$ cat src/rtl/fpgaboy_pkg.sv
// Shared constants and helpers for the fpgaboy peripheral blocks.
// Holds the debounce defaults, the counter width helper and the counter action type.
package fpgaboy_pkg;

  localparam int DEBOUNCE_DEFAULT_DELAY = 1000000;
  localparam int DEBOUNCE_SYNC_STAGES   = 2;

  typedef enum logic [1:0] {
    CNT_CLEAR,
    CNT_INC,
    CNT_LOAD,
    CNT_HOLD
  } cnt_action_e;

  // Bits needed to hold values 0..value-1; never returns less than 1.
  function automatic int clog2(input int value);
    int w;
    w = 0;
    for (int r = value - 1; r > 0; r = r >> 1) begin
      w++;
    end
    if (w == 0) begin
      w = 1;
    end
    return w;
  endfunction

endpackage

$ cat src/rtl/debounce_channel.sv
// One debounce lane: synchroniser, last-sample register, stable counter, clean level and edge pulses.
// load_o is the combinational "clean changes at the next edge" flag, used by the bank's any_change register.
module debounce_channel
  import fpgaboy_pkg::*;
#(
  parameter int   DELAY       = DEBOUNCE_DEFAULT_DELAY,
  parameter int   SYNC_STAGES = DEBOUNCE_SYNC_STAGES,
  parameter logic INIT_LVL    = 1'b0
) (
  input  logic clock,
  input  logic reset,
  input  logic tick_i,
  input  logic noisy_i,
  output logic clean_o,
  output logic rise_o,
  output logic fall_o,
  output logic load_o
);

  localparam int             CW   = clog2(DELAY + 1);
  localparam logic [CW-1:0]  TERM = CW'(DELAY - 1);

  logic [SYNC_STAGES-1:0] sync_q;
  logic                   last_q;
  logic [CW-1:0]          cnt_q, cnt_d;
  logic                   clean_q, clean_d;
  logic                   rise_q, rise_d;
  logic                   fall_q, fall_d;
  logic                   synced;
  cnt_action_e            action;

  assign synced = sync_q[SYNC_STAGES-1];

  // A bounce always wins over tick; the counter only advances while last disagrees with clean.
  always_comb begin
    action = CNT_HOLD;
    if (synced != last_q) begin
      action = CNT_CLEAR;
    end else if (last_q == clean_q) begin
      action = CNT_CLEAR;
    end else if (tick_i) begin
      action = (cnt_q == TERM) ? CNT_LOAD : CNT_INC;
    end

    cnt_d   = cnt_q;
    clean_d = clean_q;
    case (action)
      CNT_CLEAR: cnt_d = '0;
      CNT_INC:   cnt_d = cnt_q + CW'(1);
      CNT_LOAD: begin
        cnt_d   = '0;
        clean_d = last_q;
      end
      default: ;
    endcase

    rise_d = (action == CNT_LOAD) &&  last_q;
    fall_d = (action == CNT_LOAD) && !last_q;
  end

  always_ff @(posedge clock or posedge reset) begin
    if (reset) begin
      sync_q  <= {SYNC_STAGES{INIT_LVL}};
      last_q  <= INIT_LVL;
      cnt_q   <= '0;
      clean_q <= INIT_LVL;
      rise_q  <= 1'b0;
      fall_q  <= 1'b0;
    end else begin
      sync_q  <= {sync_q[SYNC_STAGES-2:0], noisy_i};
      last_q  <= synced;
      cnt_q   <= cnt_d;
      clean_q <= clean_d;
      rise_q  <= rise_d;
      fall_q  <= fall_d;
    end
  end

  assign clean_o = clean_q;
  assign rise_o  = rise_q;
  assign fall_o  = fall_q;
  assign load_o  = (action == CNT_LOAD);

endmodule

$ cat src/rtl/debounce_bank.sv
// Bank of independent debounce channels with a shared tick and a registered any_change flag.
// any_change is registered from the channels' load flags so it lines up with rise/fall.
module debounce_bank
  import fpgaboy_pkg::*;
#(
  parameter int                  CHANNELS    = 8,
  parameter int                  DELAY       = DEBOUNCE_DEFAULT_DELAY,
  parameter int                  SYNC_STAGES = DEBOUNCE_SYNC_STAGES,
  parameter logic [CHANNELS-1:0] INIT        = '0
) (
  input  logic                clock,
  input  logic                reset,
  input  logic                tick,
  input  logic [CHANNELS-1:0] noisy,
  output logic [CHANNELS-1:0] clean,
  output logic [CHANNELS-1:0] rise,
  output logic [CHANNELS-1:0] fall,
  output logic                any_change
);

  logic [CHANNELS-1:0] load;
  logic                any_change_q;

  for (genvar g = 0; g < CHANNELS; g++) begin : g_chan
    debounce_channel #(
      .DELAY       (DELAY),
      .SYNC_STAGES (SYNC_STAGES),
      .INIT_LVL    (INIT[g])
    ) u_chan (
      .clock   (clock),
      .reset   (reset),
      .tick_i  (tick),
      .noisy_i (noisy[g]),
      .clean_o (clean[g]),
      .rise_o  (rise[g]),
      .fall_o  (fall[g]),
      .load_o  (load[g])
    );
  end

  always_ff @(posedge clock or posedge reset) begin
    if (reset) begin
      any_change_q <= 1'b0;
    end else begin
      any_change_q <= |load;
    end
  end

  assign any_change = any_change_q;

endmodule

$ cat config.mk
export PLATFORM = sky130hd
export DESIGN_NAME = debounce_bank
export DESIGN_NICKNAME = d
export VERILOG_FILES = /design/src/rtl/fpgaboy_pkg.sv /design/src/rtl/debounce_channel.sv /design/src/rtl/debounce_bank.sv
export SDC_FILE = /design/constraint.sdc
export NUM_CORES = 1
export LEC_CHECK = 0
export CAP_MARGIN = 40
export CORE_ASPECT_RATIO = 2
export CORE_MARGIN = 2
export CORE_UTILIZATION = 62
export CTS_CLUSTER_DIAMETER = 60
export CTS_CLUSTER_SIZE = 16
export DETAILED_ROUTE_END_ITERATION = 10
export PLACE_DENSITY = 0.81
export SYNTH_ARGS = -nofsm -noshare
export SYNTH_HDL_FRONTEND = slang
export SYNTH_SLANG_ARGS = --single-unit
export TNS_END_PERCENT = 20
$ cat constraint.sdc
create_clock -name clock -period 9.1 [get_ports clock]
set_clock_uncertainty 0.2 [all_clocks]
set_input_delay 2.275 -clock clock [delete_from_list [all_inputs] [get_ports clock]]
set_output_delay 2.275 -clock clock [all_outputs]
set_load 0.05 [all_outputs]
; Word level (Yosys, flattened, before mapping)
; Cells that the tools add are included.
[totals]
in_bits = 11
register_bits = 209
output_inout_bits = 25
elab_cells = 186
[classes]
n_reduce_logical = 49
n_eq_ne = 40
mux = 40
add_sub_neg = 8
[op_table]
columns = cell, count
row1 = $pmux 20 s2, 8
row2 = $add 20x1->20 const B, 8
row3 = $eq 20x20->1 const B, 8
row4 = $mux 2, 32
row5 = $eq 2x1->1 const B, 8
row6 = $eq 2x2->1 const B, 8
row7 = $logic_and 1x1->1, 16
row8 = $logic_not 2->1, 8
row9 = $reduce_bool 2->1, 8
row10 = $reduce_or 2->1, 8
row11 = $eq 1x1->1, 8
row12 = $logic_not 1->1, 8
row13 = $ne 1x1->1, 8
row14 = $reduce_or 8->1, 1

; Logic depth before layout (Yosys ltp)
; Gate-level depths: netlist of the first run.
[depth]
depth_word = 8
ltp_mapped = 8
depth_no_buf = 6

; Cells and area by module
; A second synthesis of the first run with hierarchy kept.
[hier_totals]
hier_cells = 1099
area_unflattened_um2 = 11115.7
[modules_own_cells]
columns = mod, cells_each, area_each_um2, n_inst
row1 = debounce_channel at g_chan[0].u_chan ..., 138, 1397.6, 7
row2 = debounce_channel at g_chan[3].u_chan, 128, 1287.5, 1
row3 = debounce_bank, 5, 45.0, 1

; Least setup slack after synthesis of the first run
; OpenSTA, ideal clock, no wires.
[synth_timing]
path_kind = input-to-reg
from = input port tick
to = register g_chan[2].u_chan.cnt_q[1]
path_stages = 7
t_required_ns = 8.822
setup_ns = 0.078
slack_ns = 4.940
t_arrival_ns = 3.881
cell_sequence = clkbuf_1 -> clkbuf_1 -> clkbuf_1 -> clkbuf_1 -> clkbuf_1 -> nand3_1 -> a21oi_1
[synth_via]
elab_chain_len = 6
[synth_rtl]
columns = element, line
row1 = "start, declared", debounce_bank.sv:13  ; input logic tick,
row2 = $mux 2 *, debounce_channel.sv:41  ; end else if (tick_i) begin
row3 = $mux 2 *, debounce_channel.sv:39  ; end else if (last_q == clean_q) begin
row4 = $mux 2 *, debounce_channel.sv:37  ; if (synced != last_q) begin
row5 = $eq 2x2->1 / $logic_not 2->1 (equally long branches), debounce_channel.sv:47  ; case (action)
row6 = $reduce_or 2->1 (no line), -
row7 = $pmux 20 s2 / $reduce_bool 2->1 (equally long branches), -
row8 = "end signal, assigned", debounce_channel.sv:72  ; cnt_q <= cnt_d;
row9 = "end, declared", debounce_channel.sv:25  ; logic [CW-1:0] cnt_q, cnt_d;
; Mark *: on every way between the ends. The rest lies on a longest branch, timed or not.
; A chain may end at the register's enable or synchronous reset.

; Final worst setup path of the first run
[layout_timing]
from = register g_chan[1].u_chan.clean_q
to = output port clean[1]
[layout_lines]
columns = element, line
row1 = "start, declared", debounce_channel.sv:26  ; logic clean_q, clean_d;
row2 = "start signal, assigned", debounce_channel.sv:73  ; clean_q <= clean_d;
row3 = "end, declared", debounce_bank.sv:15  ; output logic [CHANNELS-1:0] clean,
; No word-level cell between the ends.

==> results.yml, run 1 <==
cts:
  holdBufCountCts: 0
  clk_pin_slew_ps: 70
  cts_tree: "yes"
  clkSinkCount: 209
  post_cts_buffers: 0
  cts_max_path_buffers: 3
  clk-insertion-delay-late_ps: 490
  cts_repair_resize_count: 0
  root_buffer: "clkbuf_16"
  cts_max_level: 1
  cts_buffers: 17
sta:
  fin_crit_ps: 4230
  hold_violations: 0
  max_freq_mhz: 237
  max-slew-margin-rel_pct: 41.2
  tightest_slew_ps: 882
  finalCritPeriodShare_pct: 46.5
  finalMaxSlewViolations: 0
  setup_tns_ps: 0
  rsz0062_at_grt: "false"
  setup_viol: 0
power:
  p_total_mw: 1.68
  pwr_density_cell_nw_per_um2: 146
  leakage_nw: 4.50
  vdd_drop_max_mv: 0.145
grt:
  use_met2_pct: 39.5
  grt_pass1_wl_mm: 37.8
  busiest_layer: "met2"
  grt_pass1_vias: 8082
  grt_overflow: 0
  grt_use_met1_pct: 32.9
  antenna_found_initial: 0
  track_usage_pct: 23.9
  grt_max_degree: 122
  grtUsageMet3_pct: 2.87
critical_path:
  worstPathRequired_ps: 6630
  worstPathCellList: "clkdlybuf4s50_1"
  cpLargestDelayFamily: "buffers and inverters"
  reg2reg_slack_ps: 6170
  arrival_ps: 1750
  critPathMaxFanout: 7
  critPathKind: "reg -> out"
  critPathLaunchType: "flop"
  slowest_delay_ps: 840
  critPathCaptureType: "output port"
  critPathSlowestCell: "clkdlybuf4s50_1"
  cp_num_buf_inv: 1
logic_synthesis:
  synth_area_leaders: "dfrtp_1 49%, nor2_1 4.5%, xnor2_1 4.4%"
  syn-num-nets: 1129
  ys_seq_elements: 209
  synth_edf_count: 0
  yosys_warnings: 0
  synth_seq_area_share_pct: 48.9
  synth_ff_type: "dfrtp_1"
  synth_top_area_share_pct: 48.9
  syn_avg_cell_area_um2: 9.63
  synthesis.area_um2: 10700
  synth-async-reset-ratio_pct: 100
  postSynthCellCount: 1110
  yosysTopAreaCell: "dfrtp_1"
  ys_types: 70
detailed_routing:
  wl_mm: 21.8
  drc: 0
  first_iter_violations: 534
  vias: 8384
  via_per_inst: 6.33
  drt_first_pass_iters: 5
  post_drt_wl_per_cell_um: 16.5
  postRouteAntennaNets: 0
cells_and_area:
  multi_input_area_um2: 5040
  layout_commonest_cell: "dfrtp_1"
  fillCellCount: 1304
  n_antenna_cell: 0
  drive_gt1_share_pct: 6.73
  nets: 1133
  syn_to_final_growth_pct: 7.75
  layout.cells.most_common_list: "209 x dfrtp_1, 128 x nor2_1, 93 x nand2_1"
  seq_area_um2: 5230
floorplan:
  core-area_um2: 17100
  dieWidth_um: 96.9
  initial_core_util_pct: 62.5
  dieArea_um2: 18400
  io_pins: 36
  die_y_um: 190
  rows: 68
placement:
  portBuffers: 35
  gp_congestion: 0.865
  dp_hpwl_mm: 14.5
run:
  maxCapViolCount: 0
run_status:
  status: "finished, final reports clean"
hold_path:
  hold_class: "reg -> reg"
==> stage by stage <==
step,util (%),hold slack [ps],instances,setup WS (ps),instance area (µm²)
6_report,67.4,151,1325,4870,11500
2_1_floorplan,-,131,1110,916,10700
3_3_place_gp,64.3,133,1300,4450,11000
5_1_grt,67.4,157,1325,4680,11500
4_1_cts,67.4,153,1325,4860,11500
3_5_place_dp,64.7,136,1305,4410,11100
==> layer usage <==
| metal | up-vias | wire, µm |
|---|---|---|
| li1 | 4007 | - |
| met2 | 201 | 10700 |
| met5 | - | 0 |
| met1 | 4140 | 9740 |
| met4 | 0 | 483 |
| met3 | 36 | 877 |
==> synth_stat cells, types with 12 or more instances <==
cell	instances
nor4b_1	13
and4_1	14
o31ai_1	14
and2_1	12
nor3b_1	13
nor4_1	30
and3_1	21
nor2_1	128
o21ai_0	24
nor3_1	39
nand4_1	49
xnor2_1	54
clkbuf_1	32
nand3_1	63
or4_1	14
xor2_1	37
dfrtp_1	209
nand2_1	93
or3_1	16
buf_4	25
a21oi_1	44
inv_1	20
==> kinds of logic after synthesis <==
group                    after synthesis  share of synthesized area, %
AO/OA/AOI/OAI                        143                          8.70
adder cells (fa/ha/maj)                8                         0.936
XOR/XNOR                              91                          7.46
AND/OR/NAND/NOR                      570                          29.2
buffers and inverters                 81                          3.96
multiplexers                           8                         0.819
flip-flops                           209                          48.9
==> cell type report <==
class,count,area share (%)
Sequential cell,209,45.4
Multi-Input combinational cell,820,43.7
Timing Repair Buffer,46,3.92
Clock buffer,18,3.73
Tap cell,210,2.28
Inverter,20,0.717
Clock inverter,2,0.217
==> registers in the layout (all words and copies together) (netlist names) <==
signal                 flops
g_chan.u_chan.sync_q      16
g_chan.u_chan.last_q       8
any_change                 1
g_chan.u_chan.rise_o       8
g_chan.u_chan.clean_o      8
g_chan.u_chan.cnt_q      160
g_chan.u_chan.fall_o       8
==> power by group <==
part / total, mW / internal, mW / switching (mW)
Clock: 0.669 / 0.341 / 0.328
Combinational: 0.0659 / 0.0157 / 0.0502
Sequential: 0.943 / 0.936 / 0.00759
Total: 1.68 / 1.29 / 0.386
==> worst paths after layout <==
kind,from,to,cells after the start
min reg2reg,g_chan[4].u_chan.sync_q[0],g_chan[4].u_chan.sync_q[1],0
max,g_chan[1].u_chan.clean_o,clean[1],1
min in group asynchronous,reset,g_chan[3].u_chan.cnt_q[11],2
max in group asynchronous,reset,g_chan[7].u_chan.cnt_q[7],4
max reg2reg,g_chan[2].u_chan.cnt_q[6],g_chan[2].u_chan.cnt_q[19],6
min,g_chan[4].u_chan.sync_q[0],g_chan[4].u_chan.sync_q[1],0
Power figures use the tool's default switching activity.
==> inputs of run 2 (changes only) <==
Settings changed: CORE_UTILIZATION 62 to 56, PLACE_DENSITY 0.81 to 0.77.
Clock period 9.1 ns to 3.6 ns, I/O delays scaled along.
==> run 2 against run 1 <==
First-iteration DRC count fell by 26%. Critical endpoint unchanged. Via count is essentially flat. Sequential cell count did not move. Routed wire length grew 5.3%. Critical path depth unchanged. Largest power group unchanged. Final cell count grew 4.2%.
==> results.yml, run 2 (synthesized netlist as in run 1, its figures left out) <==
run_status:
  status: "finished, final reports clean"
floorplan:
  dieArea_um2: 20300
  dieWidth_um: 102
  die_y_um: 199
  core-area_um2: 18700
  rows: 71
  initial_core_util_pct: 57.0
  io_pins: 36
critical_path:
  reg2reg_slack_ps: 830
  worstPathRequired_ps: 2500
  critPathLaunchType: "flop"
  critPathKind: "reg -> out"
  slowest_delay_ps: 850
  critPathCaptureType: "output port"
  critPathMaxFanout: 7
  cp_num_buf_inv: 1
  cpLargestDelayFamily: "buffers and inverters"
  critPathSlowestCell: "clkdlybuf4s50_1"
  critPathLaunch: "g_chan[1].u_chan.clean_o"
  worstPathCellList: "clkdlybuf4s50_1"
  rr_startpoint: "g_chan[2].u_chan.cnt_q[6]"
  arrival_ps: 1790
placement:
  dp_hpwl_mm: 16.2
  portBuffers: 35
  pre_cts_ws_ps: 675
  dp_cells: 1362
  gp_congestion: 0.869
cells_and_area:
  fin_cells: 1381
  layout_commonest_cell: "dfrtp_1"
  syn_to_final_growth_pct: 9.25
  layout.cells.most_common_list: "209 x dfrtp_1, 128 x nor2_1, 93 x nand2_1"
  multi_input_area_um2: 5040
  seq_area_um2: 5230
  top_regs: "g_chan.u_chan.cnt_q (160), g_chan.u_chan.sync_q (16)"
  fillCellCount: 1567
  n_antenna_cell: 0
  largest_register: "g_chan.u_chan.cnt_q"
  largest_reg_flops: 160
  nets: 1145
  drive_gt1_share_pct: 7.64
cts:
  clkSinkCount: 209
  clk_pin_slew_ps: 70
  cts_repair_resize_count: 0
  cts_tree: "yes"
  cts_buffers: 17
  cts_max_level: 1
  clk-insertion-delay-late_ps: 480
  root_buffer: "clkbuf_16"
  post_cts_buffers: 0
  cts_max_path_buffers: 3
  holdBufCountCts: 0
detailed_routing:
  first_iter_violations: 395
  post_drt_wl_per_cell_um: 16.7
  postRouteAntennaNets: 0
  vias: 8385
  via_per_inst: 6.07
  drt_first_pass_iters: 5
  wl_mm: 23.0
  drc: 0
grt:
  antenna_found_initial: 0
  grt_pass1_wl_mm: 39.4
  track_usage_pct: 23.5
  grt_overflow: 0
  grt_max_degree: 65
  grt_pass1_vias: 8579
sta:
  whs_ps: 152
  setup_ws_ps: 711
  finalCritPeriodShare_pct: 80.3
  setup_viol: 0
  max_freq_mhz: 346
  finalMaxSlewViolations: 0
  rsz0062_at_grt: "false"
  hold_violations: 0
  tightest_slew_ps: 811
  fin_crit_ps: 2890
  max-slew-margin-rel_pct: 44.5
power:
  pwr_density_cell_nw_per_um2: 363
  vdd_drop_max_mv: 0.353
  leakage_nw: 4.56
  p_total_mw: 4.24
run:
  maxCapViolCount: 0
hold_path:
  worstHoldStart: "g_chan[7].u_chan.sync_q[0]"
  hold_class: "reg -> reg"
## run 2: metal layers
layer,track usage (%),wire length [µm]
met5,0,0
met4,10.1,721
met3,2.34,735
met2,42.7,12500
met1,27.4,9060
## run 2: final cells by class
cell class | count | share of cell area [%]
clock buffers | 18 | 3.67
clock inverters | 1 | 0.139
inverters | 20 | 0.675
multi-input cells | 820 | 43.1
flip-flops and latches | 209 | 44.8
well taps | 255 | 2.73
repair buffers | 58 | 4.86
## run 2: through the flow
stage / util [%] / area [µm²] / TNS, ps
2_1_floorplan: - / 10700 / -44770
4_1_cts: 62.3 / 11700 / 0
5_1_grt: 62.3 / 11700 / 0
6_report: 62.3 / 11700 / 0
3_5_place_dp: 59.9 / 11200 / 0
3_3_place_gp: 59.9 / 11200 / 0
## run 2: path summary, 6_finish.rpt
kind,endpoint,cells past startpoint
worst max-delay path,clean[1],1
max in group asynchronous,g_chan[0].u_chan.cnt_q[7],4
worst min register to register,g_chan[7].u_chan.sync_q[1],0
worst max register to register,g_chan[2].u_chan.cnt_q[18],5
min in group asynchronous,g_chan[3].u_chan.cnt_q[5],2
worst min-delay path,g_chan[7].u_chan.sync_q[1],0
## run 2: where the power goes
group          switching [mW]  internal (mW)
clock network           0.818          0.855
logic                   0.132         0.0490
registers              0.0178           2.37
total                   0.968           3.27
